[src/rtl/round_robin_arbiter.sv]
// Round-robin arbiter with a rotating priority pointer, grant locking while the
// holder keeps requesting, and a bounded hold time (MAX_HOLD=0 disables the bound).
module round_robin_arbiter #(
  parameter int N        = 4,
  parameter int MAX_HOLD = 8
) (
  input  logic                 i_clock,
  input  logic                 i_reset,
  input  logic [N-1:0]         i_req,
  output logic [N-1:0]         o_grant,
  output logic [$clog2(N)-1:0] o_grant_idx,
  output logic                 o_valid
);

  localparam int IDX_W = $clog2(N);
  localparam int CNT_W = (MAX_HOLD > 1) ? $clog2(MAX_HOLD) : 1;
  localparam logic [CNT_W-1:0] CNT_LAST = CNT_W'((MAX_HOLD > 0) ? MAX_HOLD - 1 : 0);
  localparam logic [IDX_W-1:0] IDX_LAST = IDX_W'(N - 1);

  typedef enum logic {IDLE, GRANT} state_t;

  state_t             state_reg, state_next;
  logic [IDX_W-1:0]   ptr_reg, ptr_next;
  logic [CNT_W-1:0]   cnt_reg, cnt_next;
  logic [IDX_W-1:0]   idx_reg, idx_next;
  logic               valid_reg, valid_next;
  logic [N-1:0]       grant_reg, grant_next;

  logic [IDX_W-1:0]   after_holder;
  logic [IDX_W-1:0]   search_start;
  logic               win_found;
  logic [IDX_W-1:0]   win_idx;

  assign after_holder = (idx_reg == IDX_LAST) ? '0 : idx_reg + 1'b1;
  assign search_start = (state_reg == IDLE) ? ptr_reg : after_holder;

  // Wrap-around priority encode: descending scan so the lowest offset from
  // search_start is the last (winning) assignment.
  always_comb begin
    win_found = 1'b0;
    win_idx   = '0;
    for (int i = N - 1; i >= 0; i--) begin
      if (i_req[(int'(search_start) + i) % N]) begin
        win_found = 1'b1;
        win_idx   = IDX_W'((int'(search_start) + i) % N);
      end
    end
  end

  always_comb begin
    state_next = state_reg;
    ptr_next   = ptr_reg;
    cnt_next   = cnt_reg;
    idx_next   = idx_reg;
    valid_next = valid_reg;
    case (state_reg)
      IDLE: begin
        if (win_found) begin
          state_next = GRANT;
          idx_next   = win_idx;
          valid_next = 1'b1;
          cnt_next   = '0;
        end else begin
          idx_next   = '0;
          valid_next = 1'b0;
        end
      end
      GRANT: begin
        if (i_req[idx_reg] && (MAX_HOLD == 0 || cnt_reg != CNT_LAST)) begin
          cnt_next = (cnt_reg == '1) ? cnt_reg : cnt_reg + 1'b1;
        end else begin
          // Release or preempt: the holder drops to lowest priority.
          ptr_next = after_holder;
          cnt_next = '0;
          if (win_found) begin
            idx_next   = win_idx;
            valid_next = 1'b1;
          end else begin
            state_next = IDLE;
            idx_next   = '0;
            valid_next = 1'b0;
          end
        end
      end
      default: state_next = IDLE;
    endcase
  end

  for (genvar gi = 0; gi < N; gi++) begin : g_onehot
    assign grant_next[gi] = valid_next && (idx_next == IDX_W'(gi));
  end

  always_ff @(posedge i_clock) begin
    if (i_reset) begin
      state_reg <= IDLE;
      ptr_reg   <= '0;
      cnt_reg   <= '0;
      idx_reg   <= '0;
      valid_reg <= 1'b0;
      grant_reg <= '0;
    end else begin
      state_reg <= state_next;
      ptr_reg   <= ptr_next;
      cnt_reg   <= cnt_next;
      idx_reg   <= idx_next;
      valid_reg <= valid_next;
      grant_reg <= grant_next;
    end
  end

  assign o_grant     = grant_reg;
  assign o_grant_idx = idx_reg;
  assign o_valid     = valid_reg;

endmodule

[config.mk]
export PLATFORM = sky130hd
export DESIGN_NAME = round_robin_arbiter
export DESIGN_NICKNAME = d
export VERILOG_FILES = /design/src/rtl/round_robin_arbiter.sv
export SDC_FILE = /design/constraint.sdc
export NUM_CORES = 1
export LEC_CHECK = 0
export CORE_MARGIN = 10
export CORE_UTILIZATION = 41
export CTS_CLUSTER_SIZE = 8
export DETAILED_ROUTE_END_ITERATION = 10
export GPL_ROUTABILITY_DRIVEN = 0
export GPL_TIMING_DRIVEN = 1
export PLACE_DENSITY_LB_ADDON = 0.2
export SLEW_MARGIN = 20
export SYNTH_ARGS = -nofsm -noshare
export SYNTH_HDL_FRONTEND = slang
export SYNTH_SLANG_ARGS = --single-unit
[constraint.sdc]
create_clock -name i_clock -period 2.1 [get_ports i_clock]
set_input_delay 0.315 -clock i_clock [delete_from_list [all_inputs] [get_ports i_clock]]
set_output_delay 0.315 -clock i_clock [all_outputs]
set_load 0.02 [all_outputs]
Yosys cells after proc, flatten, opt, wreduce, memory -nomap -nowiden:

Index checks and enable logic that the tools add are counted.

* add/subtract/negate cells: 5
* $lt $le $gt $ge: 5
* eq/ne operators: 8
* muxes and demuxes: 35
* bitwise operators: 5
* reduce and logical (&&, ||, !) cells: 11

Operator list (number)
* $mux W2: 8
* $mux W1: 15
* $lt A3 B4 Y1 const B: 3
* $bmux W1 S2: 5
* $mux W3: 3
* $eq A2 B2 Y1 const B: 3
* $lt A2 B3 Y1 const B: 2
* $ne A3 B3 Y1 const B: 2
* $pmux W3 S2: 1
* $reduce_or A2 Y1: 3
* $logic_and A1 B1 Y1: 5
* $add A2 B1 Y2 const B: 2
* $add A2 B2 Y2 const B: 2
* $pmux W1 S2: 2
* $pmux W2 S2: 1
* $reduce_and A2 Y1: 2
* $add A3 B1 Y3 const B: 1
* $and A1 B1 Y1 const A: 3
* $eq A3 B3 Y1 const B: 1
* $eq A2 B1 Y1 const B: 1
* $logic_not A2 Y1: 1
* $ne A2 B2 Y1 const B: 1
* $not A1 Y1: 2

* register bits: 13
* input port bits: 6
* output and inout bits: 7
* logic and storage cells: 75

Longest topological paths before layout:

* depth in word-level cells: 18
* depth in mapped cells: 8
* mapped depth without buffers: 8

Worst setup path after synthesis:

No wires, ideal clock.

* path type: reg-to-reg
* from: register idx_reg[1] (netlist: o_grant_idx[1])
* to: register grant_reg[1] (netlist: o_grant[1])
* data arrival time: 1.855 ns
* required time: 2.040 ns
* slack: 0.185 ns
* cell stages (with the launch flop): 7
* buffers on the path: 0
* path through: dfxtp_1 > ha_1 > or4b_1 > o211ai_1 > nand3_2 > a32oi_4 > and3b_1

* longest elaborated chain between the ends: 16
* elaborated cells between the ends (all ways): 37

Ends and longest elaborated chain
* start: declaration: line 25 `logic [IDX_W-1:0] idx_reg, idx_next;`
* start signal: assignment: line 105 `idx_reg <= idx_next;`
* $add A2 B1 Y2 / $eq A2 B2 Y1 (equally long branches): line 34 `assign after_holder = (idx_reg == IDX_LAST) ? '0 : idx_reg + 1'b1;`
* $mux W2 *: line 34
* via after_holder[1]: line 29 `logic [IDX_W-1:0] after_holder;`
* $mux W2 *: line 35 `assign search_start = (state_reg == IDLE) ? ptr_reg : after_holder;`
* $add A2 B2 Y2: line 43, 45
* $bmux W1 S2: line 43 `if (i_req[(int'(search_start) + i) % N]) begin`
* $mux W1 (implied by the code) (2 in series): line 43
* $mux W2 / $mux W1 (equally long branches) (4 in series): line 43
* $mux W2: line 58, 75
* $mux W2: line 69 `if (i_req[idx_reg] && (MAX_HOLD == 0 || cnt_reg != CNT_LAST)) begin`
* $pmux W2 S2: line 56 `case (state_reg)`
* $eq A2 B1 Y1: line 90 `assign grant_next[gi] = valid_next && (idx_next == IDX_W'(gi));`
* $logic_and A1 B1 Y1 *: line 90
* end signal: assignment: line 107 `grant_reg <= grant_next;`
* end: declaration: line 27 `logic [N-1:0] grant_reg, grant_next;`

The timed path passes the listed nets; every way through them passes the cells marked *. The select of a mux whose other input is x is not followed.
A chain may end at the register's enable or synchronous reset.

Final worst setup path:

* from: register cnt_reg[0]
* to: register grant_reg[1] (netlist: o_grant[1])

* longest elaborated chain between the ends: 6
* elaborated cells between the ends (all ways): 8

Ends and longest elaborated chain
* start: declaration: line 24 `logic [CNT_W-1:0] cnt_reg, cnt_next;`
* start signal: assignment: line 104 `cnt_reg <= cnt_next;`
* $ne A3 B3 Y1 *: line 69
* $logic_and A1 B1 Y1 *: line 69
* $mux W2: line 69
* $pmux W2 S2: line 56
* $eq A2 B1 Y1: line 90
* $logic_and A1 B1 Y1 *: line 90

Every way passes the cells marked *; elsewhere a longest branch is shown, timed or not.

==> flow_summary.toml <==
[route]
first_iter_violations = 9
wl_per_cell_microns = 12.9
first_pass_iters = 4
drt-total-wl_microns = 1560
routed_via_density = 5.08
vias = 615
route.detailed.drc = 0
antenna_left = 0

[floorplanning]
coreArea_sq_mm = 0.00173
row_count = 15
initial_core_util_pct = 43.0
die_height_microns = 62.5
die_x_microns = 62.5
die_area_sq_mm = 0.00391
ios = 13

[setup_path]
worstPathArrival_ps = 2160
slowest_stage = "or3b_4"
crit_chain = "ha_1 -> ha_1 -> or3b_4 -> o22ai_4 -> nor2_4 -> a32oi_4 -> and3b_1"
path_buf_inv = 0
critPathLaunchType = "flop"
cp_slowest_stage_delay_ps = 400
required_ps = 2310
critPathKind = "reg2reg"
worst_path_most_repeated_cell = "ha_1"
cpLargestDelayFamily = "simple AND/OR/NAND/NOR gates"
end_kind = "flop"
worstPathMaxFanout = 5

[place]
dp_slack_ps = 46.7
dpl_cell_area_sq_um = 920
hpwl_microns = 1260
numPortBuffers = 12
dp_cells = 117

[sta]
fmax_ghz = 0.513
worstMarginPinSlew_ps = 404
hold_viol = 0
finalSetupTns_ps = 0
fin_ws_ps = 149
setup_viol = 0
timing.final.crit_period_ps = 1950
fin_worst_skew_ps = 2.30
rsz0062_at_grt = "false"
finalCritPeriodShare_pct = 92.9
slew_headroom_pct = 72.3
slew_viol_final = 0

[pwr]
peakVddDrop_mv = 0.464
p_seq_share_pct = 44.1
p_per_area_mw_per_mm2 = 678
p_leak_nw = 0.372
power_frac_comb_pct = 33.2
swShare_pct = 30.4
clock_power_share_pct = 22.7
internal_power_mw = 0.446
switchingPower_mw = 0.195

[grt]
antenna_found_initial = 0
gr-total-overflow = 0
grt_pass1_vias = 600
grt_max_degree = 12
grtUsageTotal_pct = 8.15
grt_pass1_wl_microns = 2580

[synthesis]
syn-num-nets = 86
async_flop_share_pct = 0
syn_avg_cell_area_sq_um = 9.64
ys_seq_area_share_pct = 35.1
netlist_area_sq_um = 742
ys_ff_latch = 13
synth-edff-count = 0
ys.flop_type = "dfxtp_1"
synth_cell_type_count = 37
synth_warnings = 0
syn_inst = 77

[finish]
layout-drive-gt1-share_pct = 18.8
nFillCells = 185
syn_to_final_growth_pct = 27.5
stdcell_count = 121
final_nets = 106
stdcell_area_sq_um = 946
final_common_cell = "nor2_1"
mostFrequentLayoutCells = "nor2_1 (16), dfxtp_1 (13), clkdlybuf4s50_1 (12)"
largest_reg_flops = 4
n_antenna_cell = 0

[clocking]
cts.sinks = 13
postCtsSetupRepairBufs = 0
cts_buffer_depth = 2
cts_tree = "done"
htreeDepth = 1
cts_resized = 0
cts_root_buffer = "clkbuf_4"
clock_latency_ps = 260
hold_buffers = 0
cts.clk_slew.worst_paths_ps = 70
cts_buffers = 3

[job]
cap_violations = 0

[worst_hold_path]
hp-class = "reg2reg"

[outcome]
status = "finished clean"
==> cell usage after synthesis (all sizes together), types with 2 or more instances <==
cell type  instances  area, sq um
a22oi              2         15.0
dfxtp             13          260
ha                 3         37.5
inv                2         7.51
mux2i              5         50.1
nand2              2         7.51
nand3b             2         15.0
nor2              17         71.3
nor3b              2         20.0
o21ai              4         20.0
or2b               2         15.0
or3b               2         20.0
==> per-layer routing <==
layer  GRT usage [%]  vias to the layer above  share of wire (%)
li1                -                      321                  -
met2            12.6                       11                 43
met3            3.05                        2                6.0
met1            9.57                      281                 50
met4            4.19                        0               0.83
met5               0                        -                  0
==> worst register-to-register path: cells and delay by family, from the launching register on <==
family	cells	cell delay, ps
and+or+nand+nor	3	660
AOI/OAI and AO/OA	2	520
adders and majority gates	2	400
DFF	1	330
==> logic make-up (layout without fill, tap and decap cells) <==
group / Yosys count / count (layout) / synth area share (%)
AND/OR/NAND/NOR: 34 / 34 / 27.7
AO/OA/AOI/OAI: 17 / 17 / 21.4
flip-flops: 13 / 13 / 35.1
multiplexers: 6 / 6 / 8.26
buffers and inverters: 4 / 23 / 2.53
adder cells (fa/ha/maj): 3 / 3 / 5.06
==> power by group through the flow <==
stage                     clock network, mW  logic, mW  registers [mW]
after floorplan                           0      0.124           0.306
after global placement                    0      0.214           0.289
after detailed placement                  0      0.215           0.288
after CTS                             0.152      0.216           0.283
after global routing                  0.162      0.234           0.287
final                                 0.145      0.213           0.283
==> worst paths after layout <==
path | start | end | slack (ps) | cells after the start
min | cnt_reg[1] | cnt_reg[1] | 520 | 2
max | cnt_reg[0] | o_grant[1] | 150 | 7
max reg2reg | cnt_reg[0] | o_grant[1] | 150 | 7
min reg2reg | cnt_reg[1] | cnt_reg[1] | 520 | 2
==> per-stage QoR <==
step	hold slack, ps	utilization, %	power [mW]
2_1_floorplan	481	-	0.430
3_3_place_gp	494	53.3	0.502
3_5_place_dp	510	53.3	0.504
4_1_cts	528	54.8	0.651
5_1_grt	570	54.8	0.683
6_report	518	54.8	0.641
==> layout make-up <==
class | instances | area, sq um | area share (%)
multi-input combinational | 60 | 463 | 48.9
sequential | 13 | 260 | 27.5
timing repair buffer | 17 | 158 | 16.7
tap | 25 | 31.3 | 3.31
clock buffer | 4 | 26.3 | 2.78
inverter | 2 | 7.51 | 0.794
Note: power is estimated with default switching activity, not from simulation.
